<file path="src/rtl/approx_adder_error_monitor.sv">
// Exhaustive-sweep error monitor for a W-bit approximate adder: drives every operand pair,
// compares the returned sum with the exact one and reports max error, worst vector, error count
// and pass/fail against ET. Optional macro APPROX_MON_STOP_ON_FAIL_EN ends the sweep at the first vector whose error exceeds ET.
module approx_adder_error_monitor #(
    parameter int unsigned W      = 2,
    parameter int unsigned ET     = 7,
    parameter int unsigned SETTLE = 1
) (
    input  logic             clk,
    input  logic             rst_n,
    input  logic             start,
    output logic [2*W-1:0]   dut_in,
    input  logic [W:0]       dut_out,
    output logic             busy,
    output logic             done,
    output logic [W:0]       max_err,
    output logic [2*W-1:0]   worst_vec,
    output logic [2*W:0]     err_cnt,
    output logic             pass
);

    localparam logic [2:0] S_IDLE  = 3'd0;
    localparam logic [2:0] S_DRIVE = 3'd1;
    localparam logic [2:0] S_WAIT  = 3'd2;
    localparam logic [2:0] S_CHECK = 3'd3;
    localparam logic [2:0] S_FIN   = 3'd4;

    localparam int unsigned SETTLE_M1 = (SETTLE > 0) ? SETTLE - 1 : 0;
    localparam logic [3:0]     SETTLE_LAST = SETTLE_M1[3:0];
    localparam logic [2*W-1:0] VEC_LAST    = '1;

    logic [2:0]     state_q, state_d;
    logic [2*W-1:0] vec_q, vec_d;
    logic [3:0]     settle_q, settle_d;
    logic [2*W-1:0] dut_in_q, dut_in_d;
    logic [W:0]     max_err_q, max_err_d;
    logic [2*W-1:0] worst_vec_q, worst_vec_d;
    logic [2*W:0]   err_cnt_q, err_cnt_d;
    logic           busy_q, busy_d;
    logic           done_q, done_d;
    logic           pass_q, pass_d;

    logic [W:0]     exact_s;
    logic [W:0]     err_s;
    logic           err_over_s;
    logic           max_ok_s;

    // Absolute difference in W+2-bit signed arithmetic, truncated to W+1 bits.
    function automatic logic [W:0] abs_diff(input logic [W:0] got, input logic [W:0] ref_v);
        logic signed [W+1:0] diff;
        logic signed [W+1:0] mag;
        diff = $signed({1'b0, got}) - $signed({1'b0, ref_v});
        if (diff[W+1]) begin
            mag = -diff;
        end else begin
            mag = diff;
        end
        return mag[W:0];
    endfunction

    // Error of the current vector against the exact sum, and threshold comparisons.
    always_comb begin
        exact_s    = {1'b0, vec_q[W-1:0]} + {1'b0, vec_q[2*W-1:W]};
        err_s      = abs_diff(dut_out, exact_s);
        err_over_s = ({{(31-W){1'b0}}, err_s} > ET);
        max_ok_s   = ({{(31-W){1'b0}}, max_err_q} <= ET);
    end

    // Next-state and datapath update for the sweep FSM.
    always_comb begin
        state_d     = state_q;
        vec_d       = vec_q;
        settle_d    = settle_q;
        dut_in_d    = dut_in_q;
        max_err_d   = max_err_q;
        worst_vec_d = worst_vec_q;
        err_cnt_d   = err_cnt_q;
        busy_d      = busy_q;
        done_d      = 1'b0;
        pass_d      = pass_q;
        case (state_q)
            S_IDLE: begin
                if (start) begin
                    max_err_d   = '0;
                    err_cnt_d   = '0;
                    worst_vec_d = '0;
                    pass_d      = 1'b0;
                    vec_d       = '0;
                    busy_d      = 1'b1;
                    state_d     = S_DRIVE;
                end else begin
                    state_d = S_IDLE;
                end
            end
            S_DRIVE: begin
                dut_in_d = vec_q;
                settle_d = 4'd0;
                if (SETTLE > 0) begin
                    state_d = S_WAIT;
                end else begin
                    state_d = S_CHECK;
                end
            end
            S_WAIT: begin
                if (settle_q == SETTLE_LAST) begin
                    state_d = S_CHECK;
                end else begin
                    settle_d = settle_q + 4'd1;
                end
            end
            S_CHECK: begin
                if (err_s != '0) begin
                    err_cnt_d = err_cnt_q + 1'b1;
                end else begin
                    err_cnt_d = err_cnt_q;
                end
                // Strict compare keeps the earliest vector on ties.
                if (err_s > max_err_q) begin
                    max_err_d   = err_s;
                    worst_vec_d = vec_q;
                end else begin
                    max_err_d   = max_err_q;
                end
`ifdef APPROX_MON_STOP_ON_FAIL_EN
                if ((vec_q == VEC_LAST) || err_over_s) begin
`else
                if (vec_q == VEC_LAST) begin
`endif
                    state_d = S_FIN;
                end else begin
                    vec_d   = vec_q + 1'b1;
                    state_d = S_DRIVE;
                end
            end
            S_FIN: begin
                done_d  = 1'b1;
                busy_d  = 1'b0;
                pass_d  = max_ok_s;
                state_d = S_IDLE;
            end
            default: begin
                state_d = S_IDLE;
            end
        endcase
    end

    // State and output registers.
    always_ff @(posedge clk or negedge rst_n) begin
        if (!rst_n) begin
            state_q     <= S_IDLE;
            vec_q       <= '0;
            settle_q    <= 4'd0;
            dut_in_q    <= '0;
            max_err_q   <= '0;
            worst_vec_q <= '0;
            err_cnt_q   <= '0;
            busy_q      <= 1'b0;
            done_q      <= 1'b0;
            pass_q      <= 1'b0;
        end else begin
            state_q     <= state_d;
            vec_q       <= vec_d;
            settle_q    <= settle_d;
            dut_in_q    <= dut_in_d;
            max_err_q   <= max_err_d;
            worst_vec_q <= worst_vec_d;
            err_cnt_q   <= err_cnt_d;
            busy_q      <= busy_d;
            done_q      <= done_d;
            pass_q      <= pass_d;
        end
    end

    assign dut_in    = dut_in_q;
    assign busy      = busy_q;
    assign done      = done_q;
    assign max_err   = max_err_q;
    assign worst_vec = worst_vec_q;
    assign err_cnt   = err_cnt_q;
    assign pass      = pass_q;

    // err_over_s only steers the FSM when early stop is compiled in.
    logic unused_s;
    assign unused_s = err_over_s;

endmodule

</file>
<file path="config.mk">
export PLATFORM = sky130hd
export DESIGN_NAME = approx_adder_error_monitor
export DESIGN_NICKNAME = d
export VERILOG_FILES = /design/src/rtl/approx_adder_error_monitor.sv
export SDC_FILE = /design/constraint.sdc
export NUM_CORES = 1
export LEC_CHECK = 0
export BUFFER_PORTS_ARGS = -buffer_cell sky130_fd_sc_hd__buf_2
export CAP_MARGIN = 30
export CORE_MARGIN = 2
export CORE_UTILIZATION = 51
export DETAILED_ROUTE_END_ITERATION = 10
export PLACE_DENSITY_LB_ADDON = 0.25
export SLEW_MARGIN = 20
export SYNTH_ARGS = -nofsm -noshare
export SYNTH_HDL_FRONTEND = slang
export SYNTH_SLANG_ARGS = --single-unit
</file>
<file path="constraint.sdc">
create_clock -name clk -period 3.4 [get_ports clk]
set_input_delay 0.68 -clock clk [delete_from_list [all_inputs] [get_ports clk]]
set_output_delay 0.68 -clock clk [all_outputs]
set_load 0.02 [all_outputs]
</file>
* Word level (Yosys, flattened, before mapping)
Index checks and enable logic that the tools add are counted.
W data, S select, Z words.
** Storage, ports and cells
- Logic and storage cells :: 62
- Output and inout port bits :: 19
- Flip-flop bits (word level) :: 30
- Input bits :: 6
** Cells by class
- Multiplexer cells :: 23
- Magnitude comparators :: 1
- Reductions and logical operators :: 11
- Eq/ne operators :: 11
- Add/sub/neg operators :: 6
** Operators with widths (number)
- $pmux W4 S2 :: 3
- $mux W4 :: 4
- $mux W3 :: 5
- $ne A2 B2 Y1 const B :: 6
- $pmux W3 S4 :: 1
- $mux W5 :: 2
- $pmux W5 S2 :: 1
- $reduce_and A3 Y1 :: 3
- $add A4 B1 Y4 const B :: 2
- $eq A3 B2 Y1 const B :: 2
- $pmux W3 S2 :: 1
- $reduce_bool A2 Y1 :: 3
- $add A5 B1 Y5 const B :: 1
- $eq A4 B4 Y1 const B :: 1
- $logic_not A4 Y1 :: 1
- $mux W1 :: 4
- $pmux W1 S2 :: 2
- $reduce_and A2 Y1 :: 2
- $sub A3 B3 Y4 :: 1
- $add A2 B2 Y3 :: 1
- $eq A3 B1 Y1 const B :: 1
- $eq A3 B3 Y1 const B :: 1
- $gt A3 B3 Y1 :: 1
- $logic_not A3 Y1 :: 1
- other kinds (2) :: 2

* Depth between registers and ports, before layout
- Depth after elaboration :: 7
- Mapped depth :: 13
- Depth with buffers taken out :: 13

* Worst setup path before layout
Ideal clock, no wire load.
- Path kind :: input to register
- Start :: in dut_out[0]
- End :: reg max_err_q[1] (netlist: max_err[1])
- Buffers on the path :: 0
- Arrival :: 3.430 ns
- Setup time :: 0.125 ns
- Path slack :: -0.154 ns
- Cell stages on the path :: 12
- Required time :: 3.275 ns
- Cell sequence :: fa_1 inv_1 fa_1 ha_1 nor4b_1 a2bb2oi_1 xnor2_1 ha_1 a21oi_1 o21ai_0 nand2_2 mux2_2
** Between the ends
- Word-level cells in the longest chain between the ends :: 6
** Ends and longest elaborated chain
- start, declared :: RTL line 13 : input logic [W:0] dut_out,
- $sub A3 B3 Y4 (*) :: RTL line 52 : diff = $signed({1'b0, got}) - $signed({1'b0, ref_v});
- $neg A3 Y3 :: RTL line 54 : mag = -diff;
- $mux W3 (*) :: RTL line 53 : if (diff[W+1]) begin
- $gt A3 B3 Y1 :: RTL line 118 : if (err_s > max_err_q) begin
- $ne A2 B2 Y1 (no source line)
- $reduce_and A3 Y1 (no source line)
- end signal, assigned :: RTL line 165 : max_err_q <= max_err_d;
- end, declared :: RTL line 36 : logic [W:0] max_err_q, max_err_d;
Mark *: on every way between the ends. The rest lies on a longest branch, timed or not. The select of a mux whose other input is x is not followed.
A chain may end at the register's enable or synchronous reset.

* Worst setup path after layout
Ends and elaborated chain as after synthesis.

==> summary.txt <==
Timing
  • Max Fclk: 0.303 GHz
  • Fin. Hold Viols: 0
  • Slew headroom: about 54%
  • Tmin final: around 3300 ps
  • RSZ-0062 raised after global routing: false
  • Max Slew Vio Count: 0
  • Final period util: 97.1%
  • Final setup viols: 0
  • Worst-margin pin slew: 686 ps
  • Final Skew: 8.62 ps

Final layout
  • Synth-to-layout area growth: 19.1%
  • Antenna Cells: 0
  • Area of the multi-input gates: 891 um^2
  • Commonest non-fill, non-tap cell in the layout: dfrtp_1
  • Finished Cell Area: 2030 um^2
  • Filler cells: 267
  • Final core area utilization: ~65%
  • Fin nets: 215
  • Commonest cells after routing, fill and taps aside: dfrtp_1 (30), buf_2 (24), inv_1 (15)
  • Share of cells above drive strength 1: 31.3%
  • FF/Latch Area: 751 um^2

Synthesis
  • Sequential fraction of the synthesis area: 44.2%
  • Post-synthesis instance total: around 160
  • Primary FF master, synth: dfrtp_1
  • Post-synth EDFFs: 0
  • Yosys top cell by area: dfrtp_1
  • Synth async-reset ratio: 100%
  • Syn_nets: 179
  • Yosys cell types: 38
  • Main area contributors after synthesis: dfrtp_1 (44%), ha_1 (9.6%), mux2i_1 (4.7%), mux2_2 (4.6%), inv_1 (3.5%)
  • Syn. warnings: 0
  • Mapped Area: 1700 um^2
  • Synth Register Bits: 30
  • Avg Inst Size Synth: 10.8 um^2
  • Synth top area share: approximately 44%

Worst setup path
  • Slowest cell on the critical path: fa_1
  • R2R setup slack: 140 ps
  • R2r worst-path depth: 12
  • CP required: 3630 ps
  • Worst path bufs/invs: 1
  • Crit path max fanout: 5
  • Worst reg2reg path endpoint: max_err[1]
  • Slowest stage delay, CP: 600 ps
  • Critical path's top delay family: adder cells
  • Startpoint Class: primary input
  • Critical path depth: 12
  • Nature of the critical path endpoint: flip-flop
  • Crit Path Class: in -> reg
  • Critical-path cell list: buf_2, fa_1, ha_4, xnor2_2, ha_2, nor4b_2, a2bb2oi_1, xnor2_1, ha_1, a31oi_1, nand2_2, mux2_4
  • Worst Path Arrival: approximately 3500 ps
  • Worst r2r src: vec_q[0]

Route
  • Post-route ant nets: 0
  • DR iter-0 viols: 50
  • Vias: 1246
  • Residual DRC: 0
  • 1st-pass router iterations: 4
  • Via/cell ratio: ~5.2
  • Total wire length: between 3000 and 4000 um
  • Routed length per instance: 13.6 um

Pwr
  • Internal Power: 0.753 mW
  • Pwr dens: 570 nW/um^2
  • Share of power burned in registers: a little under two fifths
  • Total Power: 1.15 mW
  • Switching Share: 34.8%
  • Clk pwr share: 24.5%
  • Psw: 0.402 mW
  • Logic pwr share: 37.2%
  • Max VDD drop: 300 uV
  • P_leak: 1.05 nW

Clock network
  • Clk_lat worst skew: 330 ps
  • H-tree levels: 2
  • Clock-pin slew on the worst setup and hold paths: 100 ps
  • Clock Sinks: 30
  • Clock buffers created by TritonCTS: 5
  • CTS tree: done
  • Clock Tree Buf Depth: 2
  • Root Driver: clkbuf_4

Placed design
  • GPL Wtd Cong: roughly 0.83
  • IO Port Bufs: 24
  • Placed cell area: a little under 2000 um^2
  • DP Wirelength: ~2400 um

Floorplan
  • Die span in x: slightly above 60 um
  • CORE AREA: between 3000 and 4000 um^2
  • Die area: roughly 3800 um^2
  • Row cnt: 20
  • Die Y: ~60 um
  • Ports: 25
  • Initial core utilization: 54.8%

Worst hold path
  • Worst Hold Class: in -> async

Global route
  • GRT Resource Usage Total: between 15 and 20%
  • Vias in the first global route: 1214
  • Remaining Overflow, GRT: 0
  • Largest net degree at the start of global routing: 31
  • First-pass GRT wire length: roughly 5400 um
  • Initial antenna violation count: 0

Outcome
  • Status: completed

Flow run
  • Max Cap Viol: 0
## cells in the mapped netlist, drive strengths merged (2+ instances only)
library cell / instances
buf: 4
mux2i: 8
nor4b: 2
mux2: 7
ha: 13
o21ai: 8
a211oi: 2
inv: 16
fa: 2
xnor2: 4
nor3b: 3
o21a: 2
nand2: 13
nor2: 13
a21oi: 4
nand3b: 2
nand3: 5
dfrtp: 30
xor2: 3
nand2b: 4
## how the worst max path moves through the flow
stage	startpoint	end
3_5_place_dp	dut_out[0]	worst_vec[0]
4_1_cts	vec_q[2]	worst_vec[0]
6_report	dut_out[0]	max_err[1]
5_1_grt	vec_q[0]	max_err[1]
3_3_place_gp	dut_out[0]	max_err[2]
2_1_floorplan	dut_out[0]	max_err[1]
## routing by layer
| metal | global-route usage, % | wire (um) | vias up |
|---|---|---|---|
| met1 | 25.1 | 1460 | 604 |
| met4 | 5.47 | 42 | 0 |
| li1 | - | - | 615 |
| met5 | 0 | 0 | - |
| met3 | 6.21 | 124 | 7 |
| met2 | 32.6 | 1630 | 20 |
## power groups by stage
| stage | logic [mW] | registers, mW | clock network [mW] |
|---|---|---|---|
| after global routing | 0.475 | 0.448 | 0.310 |
| final | 0.430 | 0.441 | 0.283 |
| after floorplan | 0.247 | 0.489 | 0 |
| after CTS | 0.420 | 0.442 | 0.292 |
| after global placement | 0.403 | 0.445 | 0 |
| after detailed placement | 0.419 | 0.448 | 0 |
## per-stage QoR
| step | std cells | TNS [ps] | hold WS, ps | worst slack [ps] |
|---|---|---|---|---|
| 4_1_cts | 238 | 0 | 383 | 87.6 |
| 5_1_grt | 239 | 0 | 400 | 3.71 |
| 6_report | 239 | 0 | 372 | 97.8 |
| 2_1_floorplan | 158 | 0 | 384 | 0.314 |
| 3_3_place_gp | 230 | -388 | 475 | -77.5 |
| 3_5_place_dp | 230 | -1340 | 491 | -214 |
## final cells by class
class / count / share of cell area, %
clock buffer: 5 / 1.85
multi-input combinational: 108 / 44.0
timing repair buffer: 33 / 9.45
tap: 44 / 2.72
clock inverter: 3 / 1.98
sequential: 30 / 37.1
inverter: 16 / 2.96
## flip-flops by register name (all words and copies together) (netlist names)
register and flops:
vec_q 4, done 1, busy 1, worst_vec 4
pass 1, dut_in 4, max_err 3, state_q 3
err_cnt 5, settle_q 4
## repair_timing
| item | CTS | global route |
|---|---|---|
| resized for setup | 0 | 3 |
| endpoints found under the setup margin | 0 | 6 |
| setup buffers | 0 | 1 |
| hold buffers | 0 | 0 |
## cell families after synthesis
kind of cell             Yosys count  synth area share [%]
AO/OA/AOI/OAI                     25                  10.0
XOR/XNOR                           7                  3.61
adder cells (fa/ha/maj)           15                  11.9
buffers and inverters             20                  5.81
flip-flops                        30                  44.2
multiplexers                      15                  9.35
AND/OR/NAND/NOR                   46                  15.2
## worst register-to-register path: cells and delay by family, from the launching register on
kind            cells  cell delay, ps
buf+inv             1              70
simple gates        2             410
xor+xnor            2             330
compound gates      2             370
fa+ha+maj           4            1290
mux                 1             320
flops               1             360
(Power assumes the default switching activity.)
